==> src/rtl/seq_pkg.sv <==
// Shared definitions for the instruction sequencer: FSM states,
// instruction field positions and default sizes.
package seq_pkg;

    localparam int PROG_AW_DEF = 4;
    localparam int IW_DEF      = 16;

    // Instruction word layout
    localparam int HALT_BIT = 15;
    localparam int BRZ_BIT  = 14;
    localparam int TGT_MSB  = 13;
    localparam int TGT_LSB  = 10;
    localparam int OP_MSB   = 9;
    localparam int OP_LSB   = 6;
    localparam int OP1_MSB  = 5;
    localparam int OP1_LSB  = 3;
    localparam int OP2_MSB  = 2;
    localparam int OP2_LSB  = 0;

    typedef enum logic [2:0] {
        S_IDLE,
        S_FETCH,
        S_ISSUE,
        S_EVAL,
        S_DONE
    } seq_state_e;

endpackage

==> src/rtl/seq_prog_mem.sv <==
// Program memory: 2**AW words, synchronous write, combinational read.
// Contents are deliberately not reset so a loaded program survives rst_n.
module seq_prog_mem #(
    parameter int AW = 4,
    parameter int DW = 16
) (
    input  logic          clk,
    input  logic          we,
    input  logic [AW-1:0] waddr,
    input  logic [DW-1:0] wdata,
    input  logic [AW-1:0] raddr,
    output logic [DW-1:0] rdata
);

    logic [DW-1:0] mem [2**AW];

    // Write port
    always_ff @(posedge clk) begin
        if (we) mem[waddr] <= wdata;
    end

    assign rdata = mem[raddr];

endmodule

==> src/rtl/instr_sequencer.sv <==
// Instruction sequencer: fetches 16-bit words from a local program memory
// and issues op/op1/op2 to the cpu with a valid/ready handshake, looping
// until a HALT instruction completes.
// Build option: define SEQ_BRANCH_EN to honour BRZ (branch to target when
// the cpu Zero flag is set); otherwise bits [14:10] are ignored.
module instr_sequencer
    import seq_pkg::*;
#(
    parameter int PROG_AW = PROG_AW_DEF,
    parameter int IW      = IW_DEF
) (
    input  logic               clk,
    input  logic               rst_n,
    input  logic               start,
    input  logic               load_en,
    input  logic [PROG_AW-1:0] load_addr,
    input  logic [IW-1:0]      load_data,
    output logic [3:0]         op,
    output logic [2:0]         op1,
    output logic [2:0]         op2,
    output logic               op_valid,
    input  logic               op_ready,
    input  logic               z_in,
    output logic [PROG_AW-1:0] pc,
    output logic               busy,
    output logic               done
);

    seq_state_e         state, state_nxt;
    logic [PROG_AW-1:0] pc_nxt;
    logic [IW-1:0]      ir, ir_nxt;
    logic [IW-1:0]      mem_rdata;
    logic               mem_we;

    // Writes only land while idle; a write and start in the same cycle
    // commit before FETCH reads, so the new word is fetched.
    assign mem_we = load_en && (state == S_IDLE);
    assign busy   = (state != S_IDLE);

    seq_prog_mem #(
        .AW (PROG_AW),
        .DW (IW)
    ) u_mem (
        .clk   (clk),
        .we    (mem_we),
        .waddr (load_addr),
        .wdata (load_data),
        .raddr (pc),
        .rdata (mem_rdata)
    );

`ifndef SEQ_BRANCH_EN
    // Branch fields and the Zero flag have no effect in this build
    logic unused_br;
    assign unused_br = ^{ir[BRZ_BIT:TGT_LSB], z_in};
`endif

    // State, program counter and instruction register
    always_ff @(posedge clk or negedge rst_n) begin
        if (!rst_n) begin
            state <= S_IDLE;
            pc    <= '0;
            ir    <= '0;
        end else begin
            state <= state_nxt;
            pc    <= pc_nxt;
            ir    <= ir_nxt;
        end
    end

    // Next-state, pc update and cpu-facing outputs
    always_comb begin
        state_nxt = state;
        pc_nxt    = pc;
        ir_nxt    = ir;
        op_valid  = 1'b0;
        op        = '0;
        op1       = '0;
        op2       = '0;
        done      = 1'b0;
        case (state)
            S_IDLE: begin
                if (start) begin
                    state_nxt = S_FETCH;
                    pc_nxt    = '0;
                end
            end
            S_FETCH: begin
                ir_nxt    = mem_rdata;
                state_nxt = S_ISSUE;
            end
            S_ISSUE: begin
                op_valid = 1'b1;
                op       = ir[OP_MSB:OP_LSB];
                op1      = ir[OP1_MSB:OP1_LSB];
                op2      = ir[OP2_MSB:OP2_LSB];
                if (op_ready) state_nxt = S_EVAL;
            end
            S_EVAL: begin
                if (ir[HALT_BIT]) begin
                    state_nxt = S_DONE;
                end else begin
                    state_nxt = S_FETCH;
`ifdef SEQ_BRANCH_EN
                    if (ir[BRZ_BIT] && z_in) pc_nxt = PROG_AW'(ir[TGT_MSB:TGT_LSB]);
                    else                     pc_nxt = pc + 1'b1;
`else
                    pc_nxt = pc + 1'b1;
`endif
                end
            end
            S_DONE: begin
                done      = 1'b1;
                state_nxt = S_IDLE;
            end
            default: state_nxt = S_IDLE;
        endcase
    end

endmodule

==> config.mk <==
export PLATFORM = sky130hd
export DESIGN_NAME = instr_sequencer
export DESIGN_NICKNAME = d
export VERILOG_FILES = /design/src/rtl/seq_pkg.sv /design/src/rtl/seq_prog_mem.sv /design/src/rtl/instr_sequencer.sv
export SDC_FILE = /design/constraint.sdc
export NUM_CORES = 1
export LEC_CHECK = 0
export CORE_MARGIN = 10
export CORE_UTILIZATION = 55
export CTS_BUF_LIST = sky130_fd_sc_hd__clkbuf_4 sky130_fd_sc_hd__clkbuf_8
export DETAILED_ROUTE_END_ITERATION = 8
export DONT_BUFFER_PORTS = 1
export MAX_ROUTING_LAYER = met4
export PLACE_DENSITY = 0.67
export SYNTH_ARGS = -nofsm -noshare
export SYNTH_HDL_FRONTEND = slang
export SYNTH_SLANG_ARGS = --single-unit
==> constraint.sdc <==
create_clock -name clk -period 2.7 [get_ports clk]
set_input_delay 0.54 -clock clk [delete_from_list [all_inputs] [get_ports clk]]
set_output_delay 0.54 -clock clk [all_outputs]
set_load 0.05 [all_outputs]
==> results.txt <==
----------------------------------------------------
[Die]
  Horizontal die dimension ... 138 um
  Total Die Area ... 18900 um^2
  Core Rows ... 42
  Area of the core ... 13400 um^2
  Vert. Die Dim ... 138 um
  Number of I/O pins ... 43
  Initial standard-cell utilization of the core ... 56.8%

[Synth]
  Post-Synthesis Net Count ... 398
  Number of flops mapped to enable cells by yosys ... 176
  Synth async-reset ratio ... 9.28%
  Portion of synthesized cell area occupied by the leading cell type ... 69.5%
  Synth top cells by count ... edfxtp_1, mux4_2, mux2i_1
  Dominant register cell in the synthesized netlist ... edfxtp_1
  Main area contributors after synthesis ... edfxtp_1, mux4_2, dfrtp_1, mux2i_1, a2bb2oi_1
  Dominant cell type by area after synthesis ... edfxtp_1
  Post-Synthesis Cell Area ... 7610 um^2
  Number of warnings reported in the yosys synthesis log ... 0
  Number of synthesized register bits ... 194
  Top-count cell post-synth ... edfxtp_1
  Syn Inst Count ... 371
  Synth unique cells ... 37
  Average footprint of a synthesized cell ... 20.5 um^2
  Portion of the post-synthesis area used by sequential elements ... 75.4%

[Final layout]
  Area of the multi-input gates ... 1780 um^2
  Reg area ... 5740 um^2
  Layout cell share with drive strength beyond 1 ... 26.7%
  Fill cell count ... 952
  Synth-to-Final Area Change ... 9.95%
  Nets ... 429
  Final antenna diode count ... 0

[Routing]
  Routed length per placed instance ... 25.2 um
  DRT Wirelength ... 14900 um
  Length of the first detailed-routing pass in iterations ... 4
  DR iter-0 viols ... 269
  Average via count per standard cell ... 6.02
  Routed via count ... 3558
  Number of routed nets with antenna violations ... 0
  Drc violations ... 0

[Power]
  Power Dens Cells ... 831 nW/um^2
  Worst voltage drop across the vdd grid ... 0.432 mV
  Tot Pwr ... 0.00696 W
  Leakage ... 2.65 nW

[Timing]
  Max Slew Vio Count ... 0
  Time the worst path needs with I/O delays and setup ... 2480 ps
  Transition at the pin with the smallest max-transition slack ... 905 ps
  Number of endpoints with negative hold slack in the final report ... 0
  Relative slew margins ... 39.5%
  Maximum clock skew at final layout ... 8.29 ps
  Setup TNS ... 0 ps
  Final setup violation count ... 0
  Setup repair after global routing missed its margin ... no
  Max Freq ... 402 MHz
  Final period utilization ... 92.0%

[Clock network]
  # clock sinks ... 194
  Clk buf depth ... 2
  TritonCTS clock tree ... done
  Latest clock arrival within the worst-skew pair ... 470 ps
  Clock input transition at the sequential cells of the worst setup and hold paths ... 90 ps
  Root cell of the clock tree ... clkbuf_8
  Total clock buffers created by CTS ... 17
  H-tree level count ... 4

[Min path]
  Worst Hold End ... pc[3]
  Hold/Removal Path Class ... in2reg
  WHS Path Cells ... 1
  Worst hold path startpoint ... start

[Global route]
  Largest net degree at the start of global routing ... 27
  Overflow left after global routing ... 0
  Vias in the first global route ... 3822
  Global-route wire length before repair ... 22700 um
  Antenna violations before repair ... 0
  GRT Util Overall ... 17.1%

[Setup path]
  Reg2reg setup slack ... 520 ps
  Maximum fanout along the worst path ... 12
  Kind of end point of the critical path ... output pin
  Worst path top cell family by delay ... simple AND/OR/NAND/NOR gates
  Critical Path Max Stage Delay ... 530 ps
  Worst path buffer plus inverter count ... 0
  WP data required ... 2160 ps
  Number of cells on the critical path ... 2
  Slowest library cell on the worst path ... and2_1
  R2r startpoint ... state[0]
  Endpoint of the worst register-to-register path ... u_mem.mem[0][9]
  Crit path kind ... reg2out
  Launching element type of the critical path ... register
  Cell-by-cell listing of the critical path ... nor3b_4 > and2_1
  Length in cells of the worst reg-to-reg path ... 6
  Arrival time of the worst setup path ... 1940 ps

[Place]
  Count of buffers inserted at the top-level ports ... 0
  Half-perimeter wire length of the detailed placement result ... 9680 um
  Routability-driven placement congestion ratio ... 0.836

[Job]
  Number of violations of the max-capacitance limit ... 0

[Run status]
  Run status ... completed

----------------------------------------------------
## power breakdown
part	internal (W)	leakage, nW	total (W)	switching (W)
registers	0.00344	1.81	0.00367	0.000231
logic	0.000684	0.655	0.00150	0.000814
clock network	0.000837	0.183	0.00179	0.000953
total	0.00496	2.65	0.00696	0.00200
## placed cells by master (no fill, tap or decap), types with 5 or more instances in the layout
cell type,count
a2bb2oi_1,10
and2_1,11
buf_4,28
clkbuf_8,17
dfrtp_1,15
edfxtp_1,176
mux2i_1,25
mux4_2,40
nand2b_1,5
nor2_1,15
nor3_2,5
o21ai_1,10
## worst max path at each step
| stage | end | slack, ps | from |
|---|---|---|---|
| 4_1_cts | op[2] | 160 | state[0] |
| 6_report | op1[1] | 220 | state[0] |
| 3_5_place_dp | op[2] | 520 | state[0] |
| 2_1_floorplan | u_mem.mem[0][0] | 290 | state[1] |
| 5_1_grt | op1[1] | 70 | state[0] |
| 3_3_place_gp | op1[2] | 580 | state[0] |
## kinds of logic after synthesis
| group | after synthesis | synth area share (%) |
|---|---|---|
| buf+inv | 21 | 1.64 |
| xor+xnor | 2 | 0.230 |
| simple gates | 53 | 3.96 |
| fa+ha+maj | 1 | 0.164 |
| flops | 194 | 75.4 |
| mux | 70 | 15.9 |
| compound gates | 30 | 2.76 |
## flip-flops by register name, indices dropped and copies added (netlist names)
| signal | flops |
|---|---|
| u_mem.mem | 176 |
| ir | 11 |
| pc | 4 |
| state | 3 |
## final cells by class
type	count	area share, %
inverters	3	0.135
multi-input cells	156	21.3
clock buffers	20	3.07
flip-flops and latches	194	68.6
clock inverters	12	1.39
well taps	176	2.63
repair buffers	30	2.87
## per-layer routing
metal,global-route usage [%],part of all wire (%)
met1,19.5,39
met2,28.6,53
met3,4.52,6.1
met4,6.44,1.6
met5,-,0
## metrics by stage
step | hold slack (ps) | cells | worst slack, ps | instance area [um^2] | utilization [%]
finish | 145 | 591 | 215 | 8370 | 62.4
global route | 123 | 591 | 70.7 | 8370 | 62.4
CTS | 117 | 591 | 155 | 8370 | 62.4
detailed placement | 245 | 558 | 524 | 7980 | 59.5
global placement | 245 | 558 | 579 | 7980 | 59.5
floorplan | 244 | 371 | 289 | 7610 | -
## what timing repair did
action	in CTS	in global routing
setup buffers	0	0
endpoints found under the hold margin	18	0
hold buffers	1	0
resized for setup	1	0
endpoints found under the setup margin	6	0
(Power assumes the default switching activity.)
